<file path="src/rtl/alu_pkg.sv">
// alu_pkg: opcode, operand-type and control-state enums shared by the sequential ALU
package alu_pkg;
   typedef enum logic [2:0] {add, sub, mul, div, sl, sr} opcode_t;
   typedef enum logic {sign, unsign} operand_type_t;
   typedef enum logic [1:0] {IDLE, DIV, DONE} state_t;
endpackage

</file>
<file path="src/rtl/seq_divider.sv">
// seq_divider: unsigned restoring divider producing one quotient bit per cycle
module seq_divider #(
   parameter int WIDTH = 32
) (
   input  logic             clk,
   input  logic             rst_n,
   input  logic             start,
   input  logic [WIDTH-1:0] dividend,
   input  logic [WIDTH-1:0] divisor,
   output logic             done,
   output logic [WIDTH-1:0] quotient,
   output logic [WIDTH-1:0] remainder
);
   localparam int CW = $clog2(WIDTH) + 1;
   logic [WIDTH-1:0] quo, rem, dvs;
   logic [CW-1:0]    cnt;
   logic [WIDTH:0]   trial;
   assign trial     = {rem, quo[WIDTH-1]} - {1'b0, dvs};
   assign done      = cnt == CW'(1);
   assign quotient  = quo;
   assign remainder = rem;
   // load on start, then shift-and-subtract until the count runs out; done marks the final step
   always_ff @(posedge clk or negedge rst_n)
      if (!rst_n) begin
         quo <= '0;
         rem <= '0;
         dvs <= '0;
         cnt <= '0;
      end else if (start) begin
         quo <= dividend;
         rem <= '0;
         dvs <= divisor;
         cnt <= CW'(WIDTH);
      end else if (cnt != '0) begin
         cnt <= cnt - CW'(1);
         rem <= trial[WIDTH] ? {rem[WIDTH-2:0], quo[WIDTH-1]} : trial[WIDTH-1:0];
         quo <= {quo[WIDTH-2:0], ~trial[WIDTH]};
      end
endmodule

</file>
<file path="src/rtl/seq_alu_hs.sv">
// seq_alu_hs: valid/ready ALU, single-cycle add/sub/mul/shift, WIDTH-cycle divide
module seq_alu_hs
   import alu_pkg::*;
#(
   parameter int WIDTH = 32
) (
   input  logic                 clk,
   input  logic                 rst_n,
   input  logic                 in_valid,
   output logic                 in_ready,
   input  opcode_t              in_opc,
   input  operand_type_t        in_op_type,
   input  logic [WIDTH-1:0]     in_op_a,
   input  logic [WIDTH-1:0]     in_op_b,
   output logic                 out_valid,
   input  logic                 out_ready,
   output logic [2*WIDTH-1:0]   out_result,
   output logic                 out_dz,
   output logic                 busy
);
   localparam int SHW = $clog2(WIDTH);
   typedef logic [WIDTH-1:0]   data_t;
   typedef logic [2*WIDTH-1:0] l_data_t;

   state_t         state, state_nx;
   logic           sgn, accept, div_start, div_done, q_neg, r_neg;
   logic [SHW-1:0] shamt;
   data_t          mag_a, mag_b, quo, rem, quo_fix, rem_fix, sra_w, srl_w, sl_w;
   l_data_t        ea, eb, res;

   function automatic l_data_t ext(input data_t v, input logic s);
      return {{WIDTH{s & v[WIDTH-1]}}, v};
   endfunction

   assign sgn       = in_op_type == sign;
   assign in_ready  = state == IDLE && (!out_valid || out_ready);
   assign accept    = in_valid && in_ready;
   assign div_start = accept && in_opc == div && in_op_b != '0;
   assign busy      = state != IDLE;
   assign shamt     = in_op_b[SHW-1:0];
   assign mag_a     = sgn && in_op_a[WIDTH-1] ? -in_op_a : in_op_a;
   assign mag_b     = sgn && in_op_b[WIDTH-1] ? -in_op_b : in_op_b;
   assign ea        = ext(in_op_a, sgn);
   assign eb        = ext(in_op_b, sgn);
   assign sra_w     = $signed(in_op_a) >>> shamt;
   assign srl_w     = in_op_a >> shamt;
   assign sl_w      = in_op_a << shamt;
   assign quo_fix   = q_neg ? -quo : quo;
   assign rem_fix   = r_neg ? -rem : rem;

   seq_divider #(.WIDTH(WIDTH)) u_div (
      .clk       (clk),
      .rst_n     (rst_n),
      .start     (div_start),
      .dividend  (mag_a),
      .divisor   (mag_b),
      .done      (div_done),
      .quotient  (quo),
      .remainder (rem)
   );

   // single-cycle result; a divide reaching here has a zero divisor
   always_comb begin
      case (in_opc)
         add:     res = ea + eb;
         sub:     res = ea - eb;
         mul:     res = ea * eb;
         sl:      res = ext(sl_w, sgn);
         sr:      res = ext(sgn ? sra_w : srl_w, sgn);
         default: res = {in_op_a, {WIDTH{1'b1}}};
      endcase
   end

   // control state register
   always_ff @(posedge clk or negedge rst_n)
      if (!rst_n) state <= IDLE;
      else        state <= state_nx;

   // divide sequencing: iterate in DIV, publish the fixed-up result from DONE
   always_comb begin
      state_nx = state;
      case (state)
         IDLE:    state_nx = div_start ? DIV : IDLE;
         DIV:     state_nx = div_done ? DONE : DIV;
         default: state_nx = IDLE;
      endcase
   end

   // remember result signs for the fix-up, since the divider works on magnitudes
   always_ff @(posedge clk or negedge rst_n)
      if (!rst_n) begin
         q_neg <= 1'b0;
         r_neg <= 1'b0;
      end else if (div_start) begin
         q_neg <= sgn && (in_op_a[WIDTH-1] ^ in_op_b[WIDTH-1]);
         r_neg <= sgn && in_op_a[WIDTH-1];
      end

   // output holding register: load on a single-cycle accept or from DONE, clear once consumed
   always_ff @(posedge clk or negedge rst_n)
      if (!rst_n) begin
         out_valid  <= 1'b0;
         out_result <= '0;
         out_dz     <= 1'b0;
      end else if (accept && !div_start) begin
         out_valid  <= 1'b1;
         out_result <= res;
         out_dz     <= in_opc == div;
      end else if (state == DONE) begin
         out_valid  <= 1'b1;
         out_result <= {rem_fix, quo_fix};
         out_dz     <= 1'b0;
      end else if (out_ready) begin
         out_valid  <= 1'b0;
      end
endmodule

</file>
<file path="config.mk">
export PLATFORM = sky130hd
export DESIGN_NAME = seq_alu_hs
export DESIGN_NICKNAME = d
export VERILOG_FILES = /design/src/rtl/alu_pkg.sv /design/src/rtl/seq_divider.sv /design/src/rtl/seq_alu_hs.sv
export SDC_FILE = /design/constraint.sdc
export NUM_CORES = 2
export LEC_CHECK = 0
export CORE_ASPECT_RATIO = 0.6
export CORE_UTILIZATION = 55
export CTS_CLUSTER_DIAMETER = 80
export DETAILED_ROUTE_END_ITERATION = 7
export HOLD_SLACK_MARGIN = 0.08
export PLACE_DENSITY = 0.72
export SETUP_SLACK_MARGIN = 0.02
export SYNTH_ARGS = -nofsm -noshare
export SYNTH_HDL_FRONTEND = slang
export SYNTH_SLANG_ARGS = --single-unit
</file>
<file path="constraint.sdc">
create_clock -name clk -period 5.3 [get_ports clk]
set_input_delay 1.06 -clock clk [delete_from_list [all_inputs] [get_ports clk]]
set_output_delay 1.06 -clock clk [all_outputs]
set_load 0.02 [all_outputs]
</file>
# After elaboration in Yosys (flattened, before gate mapping)
# Cells that the tools add are included.
[totals]
ff_bits = 172
inputBits = 72
output_inout_bits = 68
word_cells = 79
[classes]
n_addsub = 8
n_mul = 1
n_eq_ne = 8
shift = 3
mux = 23
bitwise = 7
reduce_logical = 19
[ops]
columns = ["op", "count"]
rows = [
  ["2-to-1 mux 32 bit", 10],
  ["case mux 64 bit (5 select lines)", 1],
  ["2-to-1 mux 64 bit", 2],
  ["negation 32 bit", 4],
  ["multiplier 33 x 33 -> 64 bit", 1],
  ["adder 33 x 33 -> 34 bit", 1],
  ["subtractor 33 x 33 -> 34 bit", 1],
  ["subtractor 33 x 32 -> 33 bit", 1],
  ["nonzero test 32 bit", 1],
  ["<< shifter 32 x 5 -> 32 bit", 1],
  [">> shifter 32 x 5 -> 32 bit", 1],
  [">>> shifter 32 x 5 -> 32 bit", 1],
  ["2-to-1 mux 6 bit", 2],
  ["logical AND 1 bit", 8],
  ["== test 3 x 2 -> 1 bit (second input constant)", 2],
  ["== test 3 bit (second input constant)", 2],
  ["== test 6 x 1 -> 1 bit (second input constant)", 1],
  ["2-to-1 mux 1 bit", 6],
  ["nonzero test 2 bit", 3],
  ["nonzero test 6 bit", 1],
  ["subtractor 6 x 1 -> 6 bit (second input constant)", 1],
  ["bitwise AND 1 bit", 4],
  ["case mux 2 bit (2 select lines)", 1],
  ["== test 3 x 1 -> 1 bit (second input constant)", 1],
  ["other kinds (10)", 12],
]

# Logic depth before layout (Yosys ltp)
[logic_depth]
ltp_word = 9
ltp_mapped = 36
mapped_depth_nobuf = 30

# By module
# A second synthesis with hierarchy kept.
[unflattened]
cells_unflattened = 6772
hier_area_um2 = 57005.9
[by_module_without_submodules]
columns = ["module", "instances", "cells_each", "area_each_um2", "seq_area_each_um2"]
rows = [
  ["seq_alu_hs", 1, 6052, 50488.4, 1751.7],
  ["seq_divider", 1, 720, 6517.5, 2552.4],
]

# Worst setup path before layout
# No wires, ideal clock.
[synth_path]
path_kind = "input-to-reg"
start = "input in_op_b[1]"
end = "register out_result[61]"
setup_time_ns = 0.087
t_arrival_ns = 9.794
required_ns = 5.213
setup_slack_ns = -4.581
cell_stages = 32
path_buffers = 8
path_cell_list = "buf_1 > buf_2 > buf_2 > buf_2 > buf_1 > clkbuf_1 > clkbuf_1 > nand2_1 > fa_1 > fa_1 > inv_1 > fa_1 > inv_1 > fa_1 > fa_1 > inv_1 > fa_1 > fa_1 > inv_1 > fa_1 > inv_1 > ha_1 > clkbuf_1 > a21o_1 > a21oi_1 > nor2b_1 > o41ai_1 > nand4_1 > a31oi_1 > a2bb2oi_1 > mux2_2 > o211ai_1"
[synth_between]
elab_chain_cells = 5
[synth_lines]
columns = ["item", "line_no", "source"]
rows = [
  ["start, declared", "seq_alu_hs.sv:14", "input logic [WIDTH-1:0] in_op_b,"],
  ["branches (longest 5 deep; another with multiplier 33 x 33 -> 64 bit)", "n/a", ""],
  ["end signal, assigned", "seq_alu_hs.sv:107", "out_result <= res;"],
  ["end signal, assigned", "seq_alu_hs.sv:111", "out_result <= {rem_fix, quo_fix};"],
  ["end, declared", "seq_alu_hs.sv:17", "output logic [2*WIDTH-1:0] out_result,"],
]
# Parallel ways; which one is timed is not known.
# A chain may end at the register's enable or synchronous reset.

# Worst setup path after layout
[layout_path]
start = "input in_op_b[0]"
end = "register out_result[44]"
# The elaborated chain is that of the path after synthesis.

==> impl_metrics.yaml <==
timing:
  timing.fmax_mhz: 124
  finalHoldViolCount: 0
  clock_skew_ps: 14.6
  final-setup-viol-count: 57
  rsz0062_at_grt: "true"
  maxSlewViolCount: 0
  maxSlewHeadroom: 0.302
  fin_crit_sh: 1.52
  worstMarginPinSlew_ps: 1050
  totalNegativeSetupSlack_ps: -126780
  setup_ws_ps: -2760
  min_period_ps: 8060
synthesis:
  synth_edf_count: 0
  avgSynthCellArea_um2: 8.43
  synth_cells: 6816
  synth_warnings: 0
  synthArstFlopShare: 1.00
  syn_nets: 8332
  seq_area_frac_synth: 0.0749
  syn_area_um2: 57500
  synth_cell_type_count: 83
  yosys_most_used_dff: "dfrtp_1"
  ys_ff_latch: 172
finish:
  fin_cells: 8965
  multi_input_area_um2: 50000
  final_common_cell: "inv_1"
  layout_common_cells: "1153 x inv_1, 1052 x fa_1, 946 x nand2_1"
  final_cell_area_um2: 72900
  regArea_um2: 4300
  area_growth_pct: 26.7
  fill_cells: 7842
  final_nets: 9059
  drive_above_1_share: 0.234
floorplan:
  io_pins: 140
  rows: 91
  core_um2: 103000
  die_h_um: 252
  fp.dieW_um: 419
  dieArea_um2: 106000
  start_util: 0.557
min_path:
  hold_path_class: "in2async"
critical_path:
  cp_common_cell: "fa_1"
  crit_required_ps: 5660
  setup.worst_path.end_class: "register"
  critPathLaunch: "in_op_b[0]"
  crit_slowest_cell: "fa_2"
  criticalPathCategory: "in2reg"
  worstSetupStartpointType: "input port"
  r2r_start: "u_div.quotient[31]"
  crit_fanout: 6
  arrival_ps: 8420
  cpPeakStageDelay_ps: 590
global_route:
  grt_max_degree: 138
  grt_pass1_vias: 54178
  antenna_found_initial: 20
  grt_usage: 0.448
  overflow: 0
  grt_pass1_wl_um: 350000
place:
  dp.final_hpwl_um: 189000
  placed_area_um2: 66400
  dp_cells: 8750
  io_buffers: 139
  place_congestion: 1.06
drt:
  drc: 0
  ant_nets: 0
  routed_via_density: 6.15
  initialDrtViolationCount: 6858
  dr.pass1.iters: 6
  wire_per_inst_um: 27.1
  wl_um: 243000
  vias: 55127
clock_tree:
  insertion_delay_ps: 480
  cts_tree: "done"
  hold_buffers: 0
  cts_buffer_depth: 2
  clkTransAtPathRegs_ps: 80
  cts.sinks: 172
  numCtsBuffers: 17
  htree_levels: 4
  cts_root_buffer: "clkbuf_16"
status:
  failed_checks: "setup timing"
  outcome: "finished, violations left"
run:
  max-cap-violations: 0
[final timing paths]
path	end	slack, ps	cells after the start
setup reg to reg	u_div.quotient[0]	750	15
max in group asynchronous	out_result[1]	3640	2
min in group clk	out_result[19]	480	2
hold reg to reg	out_result[19]	480	2
setup / recovery	out_result[44]	-2760	31
hold / removal	u_div.remainder[21]	470	1
[state kept, by name (all words and copies together) (netlist names)]
register         flops
state                2
q_neg                1
out_result          64
out_valid            1
r_neg                1
u_div.quotient      32
u_div.dvs           32
out_dz               1
u_div.remainder     32
u_div.cnt            6
[per-layer routing]
layer / vias to the layer above / global-route usage / part of all wire
li1: 22976 / - / -
met1: 27639 / 0.653 / 0.39
met2: 3818 / 0.610 / 0.40
met3: 676 / 0.147 / 0.15
met4: 18 / 0.179 / 0.054
met5: - / 0.00596 / 0.0014
[synth_stat cells, types with 10 or more instances]
cell / n / area, um2
a211o_1: 11 / 96.3
a211oi_1: 65 / 488
a21o_1: 60 / 450
a21oi_1: 282 / 1410
a221o_1: 18 / 180
a221oi_1: 20 / 175
a22o_1: 10 / 87.6
a31oi_1: 64 / 400
and2_1: 266 / 1660
and3_1: 16 / 100
buf_1: 69 / 259
buf_2: 24 / 120
clkbuf_1: 368 / 1380
dfrtp_1: 172 / 4300
fa_1: 1128 / 22600
ha_1: 316 / 3950
inv_1: 1245 / 4670
mux2i_1: 57 / 571
mux4_2: 55 / 1240
nand2_1: 983 / 3690
nand2b_1: 36 / 225
nand3_1: 43 / 215
nand4_1: 27 / 169
nor2_1: 420 / 1580
nor2b_1: 27 / 169
nor3_1: 85 / 425
nor4_1: 27 / 169
o211ai_1: 54 / 405
o21a_1: 24 / 180
o21ai_0: 246 / 1230
o21bai_1: 24 / 180
o221ai_1: 24 / 210
o22ai_1: 33 / 206
o31a_1: 10 / 87.6
o31ai_1: 48 / 360
o41ai_1: 18 / 158
or2_2: 14 / 87.6
or3_1: 37 / 231
or4_1: 16 / 120
xnor2_1: 143 / 1250
xor2_1: 84 / 736
[worst max-delay path: cells and delay by family]
family / cells / cell delay (ps)
adders and majority gates: 9 / 4410
buffers and inverters: 12 / 1240
AOI/OAI and AO/OA: 4 / 790
and+or+nand+nor: 5 / 780
muxes: 1 / 110
[through the flow]
step	utilization	hold slack, ps	worst slack [ps]
after global placement	0.644	455	-3820
after detailed placement	0.644	461	-3990
after floorplan	-	450	-3510
after CTS	0.675	474	-2750
after global routing	0.706	485	-2940
final	0.706	471	-2760
[repair_timing]
item,CTS,global route
setup buffers,65,102
gates cloned,12,7
pin swaps,189,400
resized for setup,459,586
endpoints found under the setup margin,58,58
[cell type report]
cell class                 count  share of cell area
clock buffer                  17             0.00584
inverter                    1255              0.0652
clock inverter                15             0.00210
multi-input combinational   4927               0.686
sequential                   172              0.0591
timing repair buffer        1170               0.157
tap                         1395              0.0240
antenna                       14            0.000481
[cell families after synthesis]
logic type	after synthesis	share of synthesized area
adder cells (fa/ha/maj)	1444	0.462
XOR/XNOR	227	0.0346
multiplexers	116	0.0323
AND/OR/NAND/NOR	2034	0.160
AO/OA/AOI/OAI	1106	0.125
flip-flops	172	0.0749
buffers and inverters	1717	0.113
Power is left out: the tool's default activity adds up to more than one toggle a clock period on the data nets, which glitch-free logic cannot reach.
